<file path="src/rtl/parity_stream_if.sv">
// rtl/parity_stream_if.sv - input/output stream bundle for parity_stream
interface parity_stream_if #(
   parameter int DATA_W = 8
);
   logic              in_valid;
   logic              in_ready;
   logic [DATA_W-1:0] in_data;
   logic              in_par;
   logic              in_last;
   logic              out_valid;
   logic              out_ready;
   logic [DATA_W-1:0] out_data;
   logic              out_par;
   logic              out_err;
   logic              out_last;
   logic [DATA_W-1:0] out_lrc;

   modport master (
      output in_valid, in_data, in_par, in_last, out_ready,
      input  in_ready, out_valid, out_data, out_par, out_err, out_last, out_lrc
   );

   modport slave (
      input  in_valid, in_data, in_par, in_last, out_ready,
      output in_ready, out_valid, out_data, out_par, out_err, out_last, out_lrc
   );
endinterface

</file>
<file path="src/rtl/parity_stream.sv">
// rtl/parity_stream.sv - single-stage parity generate/check with frame LRC
// and a saturating error counter.
module parity_stream #(
   parameter int DATA_W = 8,
   parameter int ODD    = 0,
   parameter int CNT_W  = 8
) (
   input  logic             clk,
   input  logic             rst_n,
   input  logic             mode,
   input  logic             clr_cnt,
   output logic [CNT_W-1:0] err_cnt,
   parity_stream_if.slave   s
);
   localparam logic             ODD_B   = (ODD != 0);
   localparam logic [CNT_W-1:0] CNT_MAX = {CNT_W{1'b1}};

   logic              out_valid_q, out_valid_d;
   logic [DATA_W-1:0] out_data_q,  out_data_d;
   logic              out_par_q,   out_par_d;
   logic              out_err_q,   out_err_d;
   logic              out_last_q,  out_last_d;
   logic [DATA_W-1:0] out_lrc_q,   out_lrc_d;
   logic [DATA_W-1:0] acc_q,       acc_d;
   logic [CNT_W-1:0]  cnt_q,       cnt_d;

   logic              in_accept;
   logic              out_xfer;
   logic              par_calc;
   logic              err_calc;

   // Ready depends only on the output register, never on in_valid.
   assign s.in_ready = !out_valid_q || s.out_ready;
   assign in_accept  = s.in_valid && s.in_ready;
   assign out_xfer   = out_valid_q && s.out_ready;
   assign par_calc   = (^s.in_data) ^ ODD_B;
   assign err_calc   = mode && (((^s.in_data) ^ s.in_par) != ODD_B);

   always_comb begin
      out_valid_d = out_valid_q;
      out_data_d  = out_data_q;
      out_par_d   = out_par_q;
      out_err_d   = out_err_q;
      out_last_d  = out_last_q;
      out_lrc_d   = out_lrc_q;
      acc_d       = acc_q;
      cnt_d       = cnt_q;

      if (in_accept) begin
         out_valid_d = 1'b1;
         out_data_d  = s.in_data;
         out_par_d   = par_calc;
         out_err_d   = err_calc;
         out_last_d  = s.in_last;
         out_lrc_d   = acc_q ^ s.in_data;
         acc_d       = s.in_last ? '0 : (acc_q ^ s.in_data);
      end else if (out_xfer) begin
         out_valid_d = 1'b0;
      end

      // Clear wins over a simultaneous error increment.
      if (clr_cnt) begin
         cnt_d = '0;
      end else if (in_accept && err_calc && (cnt_q != CNT_MAX)) begin
         cnt_d = cnt_q + 1'b1;
      end
   end

   always_ff @(posedge clk or negedge rst_n) begin
      if (!rst_n) begin
         out_valid_q <= 1'b0;
         out_data_q  <= '0;
         out_par_q   <= 1'b0;
         out_err_q   <= 1'b0;
         out_last_q  <= 1'b0;
         out_lrc_q   <= '0;
         acc_q       <= '0;
         cnt_q       <= '0;
      end else begin
         out_valid_q <= out_valid_d;
         out_data_q  <= out_data_d;
         out_par_q   <= out_par_d;
         out_err_q   <= out_err_d;
         out_last_q  <= out_last_d;
         out_lrc_q   <= out_lrc_d;
         acc_q       <= acc_d;
         cnt_q       <= cnt_d;
      end
   end

   assign s.out_valid = out_valid_q;
   assign s.out_data  = out_data_q;
   assign s.out_par   = out_par_q;
   assign s.out_err   = out_err_q;
   assign s.out_last  = out_last_q;
   assign s.out_lrc   = out_lrc_q;
   assign err_cnt     = cnt_q;
endmodule

</file>
<file path="src/flat_wrapper.sv">
// flat-port wrapper written by rule: the top's interface ports become plain ports
module parity_stream_flat 
#(
   parameter int DATA_W = 8,
   parameter int ODD    = 0,
   parameter int CNT_W  = 8
)
  (clk, rst_n, mode, clr_cnt, err_cnt, s_in_valid, s_in_data, s_in_par, s_in_last, s_out_ready, s_in_ready, s_out_valid, s_out_data, s_out_par, s_out_err, s_out_last, s_out_lrc);
  parity_stream_if #(.DATA_W(DATA_W)) s_i ();
  input  logic clk;
  input  logic rst_n;
  input  logic mode;
  input  logic clr_cnt;
  output logic [CNT_W-1:0] err_cnt;
  input wire logic [$bits(s_i.in_valid)-1:0] s_in_valid;
  input wire logic [$bits(s_i.in_data)-1:0] s_in_data;
  input wire logic [$bits(s_i.in_par)-1:0] s_in_par;
  input wire logic [$bits(s_i.in_last)-1:0] s_in_last;
  input wire logic [$bits(s_i.out_ready)-1:0] s_out_ready;
  output wire logic [$bits(s_i.in_ready)-1:0] s_in_ready;
  output wire logic [$bits(s_i.out_valid)-1:0] s_out_valid;
  output wire logic [$bits(s_i.out_data)-1:0] s_out_data;
  output wire logic [$bits(s_i.out_par)-1:0] s_out_par;
  output wire logic [$bits(s_i.out_err)-1:0] s_out_err;
  output wire logic [$bits(s_i.out_last)-1:0] s_out_last;
  output wire logic [$bits(s_i.out_lrc)-1:0] s_out_lrc;
  assign s_i.in_valid = s_in_valid;
  assign s_i.in_data = s_in_data;
  assign s_i.in_par = s_in_par;
  assign s_i.in_last = s_in_last;
  assign s_i.out_ready = s_out_ready;
  assign s_in_ready = s_i.in_ready;
  assign s_out_valid = s_i.out_valid;
  assign s_out_data = s_i.out_data;
  assign s_out_par = s_i.out_par;
  assign s_out_err = s_i.out_err;
  assign s_out_last = s_i.out_last;
  assign s_out_lrc = s_i.out_lrc;
  parity_stream #(.DATA_W(DATA_W), .ODD(ODD), .CNT_W(CNT_W)) u_core (.clk(clk), .rst_n(rst_n), .mode(mode), .clr_cnt(clr_cnt), .err_cnt(err_cnt), .s(s_i));
endmodule
</file>
<file path="config.mk">
export PLATFORM = sky130hd
export DESIGN_NAME = parity_stream_flat
export DESIGN_NICKNAME = d
export VERILOG_FILES = /design/src/rtl/parity_stream_if.sv /design/src/rtl/parity_stream.sv /design/src/flat_wrapper.sv
export SDC_FILE = /design/constraint.sdc
export NUM_CORES = 1
export LEC_CHECK = 0
export ABC_AREA = 1
export CORE_AREA = 2 2 70 72
export CTS_CLUSTER_DIAMETER = 60
export DETAILED_ROUTE_END_ITERATION = 16
export DIE_AREA = 0 0 72 74
export GPL_ROUTABILITY_DRIVEN = 0
export GPL_TIMING_DRIVEN = 0
export PLACE_DENSITY = 0.66
export SLEW_MARGIN = 20
export SYNTH_ARGS = -nofsm -noshare
export SYNTH_HDL_FRONTEND = slang
export SYNTH_SLANG_ARGS = --single-unit
</file>
<file path="constraint.sdc">
create_clock -name clk -period 1.8 [get_ports clk]
set_input_delay 0.36 -clock clk [delete_from_list [all_inputs] [get_ports clk]]
set_output_delay 0.36 -clock clk [all_outputs]
set_load 0.01 [all_outputs]
</file>
==> parameters.txt, run 1 <==
Parameter                              Value

Die
  Starting density of the core    39.0%
  Total die area    5330 sq um
  Die outline width    72 um
  I/O pin count    45
  Die Y-Extent    74 um
  Core Footprint    4600 sq um
  Cell row count    25

GRT
  Number of antenna violations at the first check in global routing    0
  Via count of the first global-routing pass    1524
  First-pass GRT wire length    6890 um
  Final global-route overflow total    0
  Pin count of the biggest net entering global routing    22
  Gr usage total    16.7%

Placed design
  Placed Area    2310 sq um
  Post-DP HPWL    2970 um
  Post-placement setup slack    -0.233 ns
  I/O Buffers    43
  Total placed cells including tap cells    329

Clock network
  CTS root buf    sky130_fd_sc_hd__clkbuf_8
  H-tree depth    2
  CTS tree    built
  Sink count of the clock tree    36
  Clock-pin slew reported for the worst setup and hold paths after clock tree synthesis    0.08 ns
  Number of buffers inserted during clock tree synthesis    5
  Clock latency on the worst-skew pair    0.29 ns
  Setup bufs post-CTS    0
  Buffers from clock root to sink, at most    2

Setup path
  Maximum single-stage delay on the critical path    0.58 ns
  Critical path capture point type    output port
  WP data required    1.44 ns
  Data arrival time of the critical path    1.33 ns
  CP bufs+invs    1
  Crit Path Category    reg -> out
  Crit-path cells    clkdlybuf4s50_1
  Dominant delay contributor by cell family on the critical path    buffers and inverters
  Critical Path Fanout Max    6
  Critical path's slowest cell    sky130_fd_sc_hd__clkdlybuf4s50_1
  Startpoint kind of the worst setup timing path    register

Power
  Static Leakage    1.28 nW
  Switching component of the power    0.635 mW
  Power density over cell area    871 nW/um^2
  Share of total power in sequential cells    46.3%
  Logic gate share of total power    25.5%
  VDD IR max    0.000540 V
  Switching power share of the total    29.8%
  Cell internal power dissipation    1.50 mW
  Relative contribution of the clock network to total power    28.2%

Drt
  WL per Instance    12.2 um
  Number of DRC markers in iteration 0    76
  Post-Route WL    4140 um
  Vias/cell    4.81
  Routed via count    1632
  Number of remaining DRC errors    0
  Remaining antenna violation count    0
  Detailed-router iteration count before antenna repair    4

Synthesis
  Average instance area after synthesis    7.76 sq um
  Count of mapped cells out of synthesis    231
  Ys Warns    0
  Number of different library cells in the post-synthesis netlist    26
  Portion of synthesized cell area occupied by the leading cell type    50.2%
  Synth Net Count    248
  Synth top area cells    sky130_fd_sc_hd__dfrtp_1 (50%), sky130_fd_sc_hd__nand2_1 (18%), sky130_fd_sc_hd__nor2_1 (5.2%)
  Synthesized area    1790 sq um
  Library cell occupying the most area in the post-synthesis netlist    sky130_fd_sc_hd__dfrtp_1
  Synth Register Bits    36
  Sequential area share after synthesis    50.2%

Cells and area
  Signed area change from the synthesized netlist to the final layout    36.5%
  Ratio of cells with drive above 1 in the final layout    11.9%
  Post-route cell area    2450 sq um
  Ant diodes    0
  Final std cells w/o fill    339
  NumNets Final    301

Timing
  Worst Slack Setup Final    0.107 ns
  Final number of max-transition violations    0
  Final number of setup-violating endpoints    0
  Total negative slack    0 ns
  Period Utilization, post-route    94.1%
  Slew at the pin closest to its max-slew limit    0.429 ns
  Max-Slew Margin vs Limit    71.4%
  Clk_skew    0.00413 ns
  Setup repair after global routing missed its margin    no
  Post-route minimum period    1.69 ns
  Hold Worst Slack    0.456 ns
  Fmax achieved    0.590 GHz
  Final hold violations    0

Run status
  Run status    finished, final reports clean

Run
  Max-cap violation count    0

Hold path
  Hold WC Path Type    in -> reg
power by group through the flow:
stage	clock network, mW	logic, mW	registers [mW]
6_report	0.600	0.544	0.987
5_1_grt	0.653	0.610	1.00
4_1_cts	0.621	0.551	0.987
3_5_place_dp	0	0.545	1.00
3_3_place_gp	0	0.532	0.998
2_1_floorplan	0	0.219	1.04
sequential cells by signal (all words and copies together), names as in the netlist:
| signal | count |
|---|---|
| u_core.acc_q | 8 |
| u_core.err_cnt | 8 |
| u_core.s.out_data | 8 |
| u_core.s.out_err | 1 |
| u_core.s.out_last | 1 |
| u_core.s.out_lrc | 8 |
| u_core.s.out_par | 1 |
| u_core.s.out_valid | 1 |
stage by stage:
| stage | util, % | total power, mW |
|---|---|---|
| floorplan | - | 1.26 |
| global placement | 49.8 | 1.53 |
| detailed placement | 50.3 | 1.55 |
| CTS | 52.5 | 2.16 |
| global route | 53.2 | 2.26 |
| finish | 53.2 | 2.13 |
area by class of cell:
cell class / instances / area [sq um]
clock buffers: 6 / 82.6
fillers: 445 / 2150
repair buffers: 45 / 479
clock inverters: 2 / 10.0
flip-flops and latches: 36 / 901
plain buffers: 6 / 26.3
well taps: 54 / 67.6
multi-input cells: 167 / 795
inverters: 23 / 86.3
synthesized netlist by cell type:
cell type and instances:
sky130_fd_sc_hd__o21ai_0 16, sky130_fd_sc_hd__xor2_1 4, sky130_fd_sc_hd__clkbuf_1 2, sky130_fd_sc_hd__nand3_4 1, sky130_fd_sc_hd__a22o_1 1, sky130_fd_sc_hd__inv_1 15
sky130_fd_sc_hd__a21oi_1 1, sky130_fd_sc_hd__nand3_1 10, sky130_fd_sc_hd__nand2_1 86, sky130_fd_sc_hd__nor2_1 25, sky130_fd_sc_hd__dfrtp_1 36, sky130_fd_sc_hd__nand4_1 1
sky130_fd_sc_hd__nor2_2 1, sky130_fd_sc_hd__nand2_2 4, sky130_fd_sc_hd__buf_2 3, sky130_fd_sc_hd__nor2_4 1, sky130_fd_sc_hd__nand3_2 1, sky130_fd_sc_hd__o22ai_1 6
sky130_fd_sc_hd__inv_2 8, sky130_fd_sc_hd__o21ai_1 1, sky130_fd_sc_hd__nand2_4 2, sky130_fd_sc_hd__a31oi_1 1, sky130_fd_sc_hd__and3_1 1, sky130_fd_sc_hd__buf_1 1
sky130_fd_sc_hd__ha_1 1, sky130_fd_sc_hd__xnor2_1 2
cells by family after synthesis:
| kind of cell | after synthesis | share of synthesized area, % |
|---|---|---|
| adder cells (fa/ha/maj) | 1 | 0.698 |
| AO/OA/AOI/OAI | 26 | 7.96 |
| buffers and inverters | 29 | 6.28 |
| XOR/XNOR | 6 | 2.93 |
| flip-flops | 36 | 50.2 |
| AND/OR/NAND/NOR | 133 | 31.9 |
cells in the final DEF, fill, tap and decap left out, types with 2 or more instances in the layout:
master,Yosys,routed
sky130_fd_sc_hd__clkinv_2,0,2
sky130_fd_sc_hd__o22ai_1,6,6
sky130_fd_sc_hd__nand3_1,10,10
sky130_fd_sc_hd__dlymetal6s2s_1,0,7
sky130_fd_sc_hd__inv_1,15,15
sky130_fd_sc_hd__buf_2,3,4
sky130_fd_sc_hd__clkbuf_1,2,2
sky130_fd_sc_hd__nor2_2,1,2
sky130_fd_sc_hd__dfrtp_1,36,36
sky130_fd_sc_hd__nand2_4,2,2
sky130_fd_sc_hd__clkbuf_8,0,6
sky130_fd_sc_hd__xnor2_1,2,2
sky130_fd_sc_hd__nand2_2,4,5
sky130_fd_sc_hd__nand2_1,86,85
sky130_fd_sc_hd__inv_2,8,8
sky130_fd_sc_hd__nand3_2,1,2
sky130_fd_sc_hd__o21ai_0,16,16
sky130_fd_sc_hd__clkdlybuf4s50_1,0,34
sky130_fd_sc_hd__nor2_1,25,24
sky130_fd_sc_hd__xor2_1,4,4
layer usage:
layer  track usage [%]  wire [um]  vias up
li1                  -          -      832
met1              21.4       2040      760
met2              28.4       1870       32
met3              2.57        153        8
met4              7.55         82        0
met5                 0          0        -
timing repair:
action | CTS | global route
endpoints found under the hold margin | 8 | 0
cloned | 0 | 1
pin swaps | 0 | 1
hold buffers | 1 | 0
gates resized for setup | 1 | 9
endpoints found under the setup margin | 1 | 8
worst paths after layout:
kind / cells past startpoint / slack (ns) / startpoint / end
hold reg to reg: 2 / 0.48 / u_core.s.out_lrc[0] / u_core.s.out_lrc[0]
setup / recovery: 1 / 0.11 / u_core.err_cnt[4] / err_cnt[4]
max in group asynchronous: 3 / 0.83 / rst_n / u_core.acc_q[4]
setup reg to reg: 10 / 0.19 / u_core.err_cnt[0] / u_core.err_cnt[4]
min in group asynchronous: 2 / 0.53 / rst_n / u_core.s.out_lrc[2]
hold / removal: 3 / 0.46 / s_in_data[4] / u_core.s.out_data[4]
tightest hold or removal path, stage by stage:
cell and delay, ns:
sky130_fd_sc_hd__dlymetal6s2s_1 0.17, sky130_fd_sc_hd__inv_2 0.10, sky130_fd_sc_hd__o21ai_0 0.08
Note: power is estimated with default switching activity, not from simulation.
==> inputs of run 2 (changes only) <==
--- a/config.mk
+++ b/config.mk
@@ -6,13 +6,15 @@
 export NUM_CORES = 1
 export LEC_CHECK = 0
 export ABC_AREA = 1
-export CORE_AREA = 2 2 70 72
+export CELL_PAD_IN_SITES_DETAIL_PLACEMENT = 1
+export CELL_PAD_IN_SITES_GLOBAL_PLACEMENT = 1
+export CORE_AREA = 2 2 75 77
 export CTS_CLUSTER_DIAMETER = 60
 export DETAILED_ROUTE_END_ITERATION = 16
-export DIE_AREA = 0 0 72 74
+export DIE_AREA = 0 0 77 79
 export GPL_ROUTABILITY_DRIVEN = 0
 export GPL_TIMING_DRIVEN = 0
-export PLACE_DENSITY = 0.66
+export PLACE_DENSITY_LB_ADDON = 0.1
 export SLEW_MARGIN = 20
 export SYNTH_ARGS = -nofsm -noshare
 export SYNTH_HDL_FRONTEND = slang
==> parameters.txt, run 2 (same netlist as run 1, synthesis figures left out) <==
Parameter                              Value

Run status
  Run status    finished, final reports clean (unchanged)

Hold path
  Hold WC Path Type    in -> async (was in -> reg)

Setup path
  Startpoint kind of the worst setup timing path    register (unchanged)
  CP bufs+invs    1 (unchanged)
  Crit Path Category    reg -> out (unchanged)
  Critical Path Fanout Max    6 (unchanged)
  Launching point of the worst reg2reg path    u_core.err_cnt[0] (unchanged)
  Data arrival time of the critical path    1.32 ns (was 1.33 ns)
  WP data required    1.44 ns (about the same)
  Dominant delay contributor by cell family on the critical path    buffers and inverters (unchanged)
  R2R Setup Slk    0.16 ns (was 0.19 ns)
  Worst R2R Path Depth    10 (unchanged)
  Crit-path cells    clkdlybuf4s50_1 (unchanged)
  Critical path capture point type    output port (unchanged)
  Maximum single-stage delay on the critical path    0.58 ns (about the same)
  R2R Path End    u_core.err_cnt[5] (was u_core.err_cnt[4])
  Critical path's slowest cell    sky130_fd_sc_hd__clkdlybuf4s50_1 (unchanged)

Cells and area
  Commonest cells after routing, fill and taps aside    sky130_fd_sc_hd__nand2_1 (86), sky130_fd_sc_hd__dfrtp_1 (35), sky130_fd_sc_hd__clkdlybuf4s50_1 (33) (was sky130_fd_sc_hd__nand2_1 (85), sky130_fd_sc_hd__dfrtp_1 (36), sky130_fd_sc_hd__clkdlybuf4s50_1 (34))
  Ant diodes    0 (unchanged)
  Fill count    696 (was 445)
  Sequential cell area in the final layout    902 sq um (was 901 sq um)
  Most common cell after layout, fill and taps aside    sky130_fd_sc_hd__nand2_1 (unchanged)
  Footprint of the multi-input gates    797 sq um (was 795 sq um)
  Final std cells w/o fill    356 (was 339)
  Ratio of cells with drive above 1 in the final layout    12.3% (was 11.9%)
  NumNets Final    301 (unchanged)
  Signed area change from the synthesized netlist to the final layout    38.2% (was 36.5%)

Placed design
  I/O Buffers    43 (unchanged)
  Total placed cells including tap cells    347 (was 329)
  Post-DP HPWL    3440 um (was 2970 um)
  Post-placement setup slack    -0.243 ns (was -0.233 ns)

Die
  Cell row count    27 (was 25)
  I/O pin count    45 (unchanged)
  Total die area    6080 sq um (was 5330 sq um)
  Die outline width    77 um (was 72 um)
  Starting density of the core    33.6% (was 39.0%)
  Die Y-Extent    79 um (was 74 um)
  Core Footprint    5340 sq um (was 4600 sq um)

Timing
  Hold Worst Slack    0.0326 ns (was 0.456 ns)
  Fmax achieved    0.595 GHz (was 0.590 GHz)
  Final hold violations    0 (unchanged)
  Max-Slew Margin vs Limit    66.9% (was 71.4%)
  Post-route minimum period    1.68 ns (was 1.69 ns)
  Clk_skew    0.00375 ns (was 0.00413 ns)
  Worst Slack Setup Final    0.119 ns (was 0.107 ns)
  Final number of max-transition violations    0 (unchanged)
  Period Utilization, post-route    93.4% (was 94.1%)
  Total negative slack    0 ns (unchanged)
  Slew at the pin closest to its max-slew limit    0.497 ns (was 0.429 ns)
  Final number of setup-violating endpoints    0 (unchanged)

Power
  Switching power share of the total    29.0% (was 29.8%)
  Cell internal power dissipation    1.54 mW (was 1.50 mW)
  Logic gate share of total power    25.7% (was 25.5%)
  VDD IR max    0.000406 V (was 0.000540 V)
  Share of total power in sequential cells    45.7% (was 46.3%)
  Relative contribution of the clock network to total power    28.6% (was 28.2%)
  Power density over cell area    874 nW/um^2 (was 871 nW/um^2)
  Switching component of the power    0.628 mW (was 0.635 mW)
  Static Leakage    1.28 nW (about the same)

Drt
  Remaining antenna violation count    0 (unchanged)
  Post-Route WL    4730 um (was 4140 um)
  Number of remaining DRC errors    0 (unchanged)
  Vias/cell    4.67 (was 4.81)
  Number of DRC markers in iteration 0    70 (was 76)
  Routed via count    1661 (was 1632)
  Detailed-router iteration count before antenna repair    4 (unchanged)
  WL per Instance    13.3 um (was 12.2 um)

Clock network
  Clock latency on the worst-skew pair    0.28 ns (was 0.29 ns)
  Hold buffers post-CTS    0 (was 1)
  Buffers from clock root to sink, at most    2 (unchanged)
  Sink count of the clock tree    36 (unchanged)
  CTS tree    built (unchanged)
  Number of buffers inserted during clock tree synthesis    5 (unchanged)
  H-tree depth    2 (unchanged)
  Clock-pin slew reported for the worst setup and hold paths after clock tree synthesis    0.07 ns (was 0.08 ns)
  CTS root buf    sky130_fd_sc_hd__clkbuf_8 (unchanged)

GRT
  Via count of the first global-routing pass    1726 (was 1524)
  Final global-route overflow total    0 (unchanged)
  Number of antenna violations at the first check in global routing    0 (unchanged)
  Gr usage total    17.1% (was 16.7%)
  First-pass GRT wire length    8310 um (was 6890 um)
  Pin count of the biggest net entering global routing    20 (was 22)

Run
  Max-cap violation count    0 (unchanged)
[run 2: worst reg2reg max path, cell delays in order (launching register included)]
cell	delay (ns)
sky130_fd_sc_hd__dfrtp_2	0.41
sky130_fd_sc_hd__ha_1	0.18
sky130_fd_sc_hd__nand2_1	0.08
sky130_fd_sc_hd__nor2_2	0.16
sky130_fd_sc_hd__nand3_2	0.10
sky130_fd_sc_hd__nor2_1	0.10
sky130_fd_sc_hd__nand2_1	0.13
sky130_fd_sc_hd__nand3_4	0.14
sky130_fd_sc_hd__nand2_4	0.10
sky130_fd_sc_hd__nand2_1	0.08
sky130_fd_sc_hd__nand2_1	0.05
[run 2: repair_timing]
item                       in CTS  in global routing
pin swaps                       0                  1
resized for setup               1                 11
setup endpoints to repair       1                  8
buffers inserted                0                  1
cloned                          0                  1
[run 2: cell type report]
type | instances | area share, %
Sequential cell | 36 | 36.4
Multi-Input combinational cell | 167 | 32.2
Timing Repair Buffer | 45 | 19.3
Clock buffer | 7 | 3.89
Tap cell | 72 | 3.64
Inverter | 23 | 3.48
Buffer | 6 | 1.06
[run 2: worst max path at each step]
stage | startpoint | end | slack (ns) | depth (start not counted)
global route | u_core.err_cnt[0] | u_core.err_cnt[5] | -0.002 | 10
global placement | rst_n | u_core.err_cnt[2] | -0.57 | 1
CTS | u_core.err_cnt[0] | u_core.err_cnt[6] | 0.04 | 10
finish | u_core.err_cnt[4] | err_cnt[4] | 0.12 | 1
detailed placement | s_in_data[7] | u_core.err_cnt[0] | -0.24 | 14
floorplan | u_core.err_cnt[0] | u_core.err_cnt[0] | 0.28 | 10
[run 2: layer usage]
metal  wire length, um  up-vias  global-route usage [%]
met5                 0        -                       0
met4                26        0                    4.29
met3               126        2                    3.41
met2              2160       30                    28.3
met1              2420      798                    23.2
li1                  -      831                       -
[run 2: power by group through the flow]
stage	registers (mW)	clock network (mW)	logic [mW]
detailed placement	1.00	0	0.557
CTS	0.990	0.642	0.560
global placement	1.00	0	0.541
finish	0.989	0.619	0.557
floorplan	1.04	0	0.219
global route	1.01	0.672	0.627
[run 2: per-stage QoR]
stage / util (%) / power [mW] / area [sq um]
after detailed placement: 43.8 / 1.56 / 2340
after global routing: 46.4 / 2.30 / 2480
after floorplan: - / 1.26 / 1790
final: 46.4 / 2.17 / 2480
after CTS: 45.5 / 2.19 / 2430
after global placement: 43.3 / 1.54 / 2310
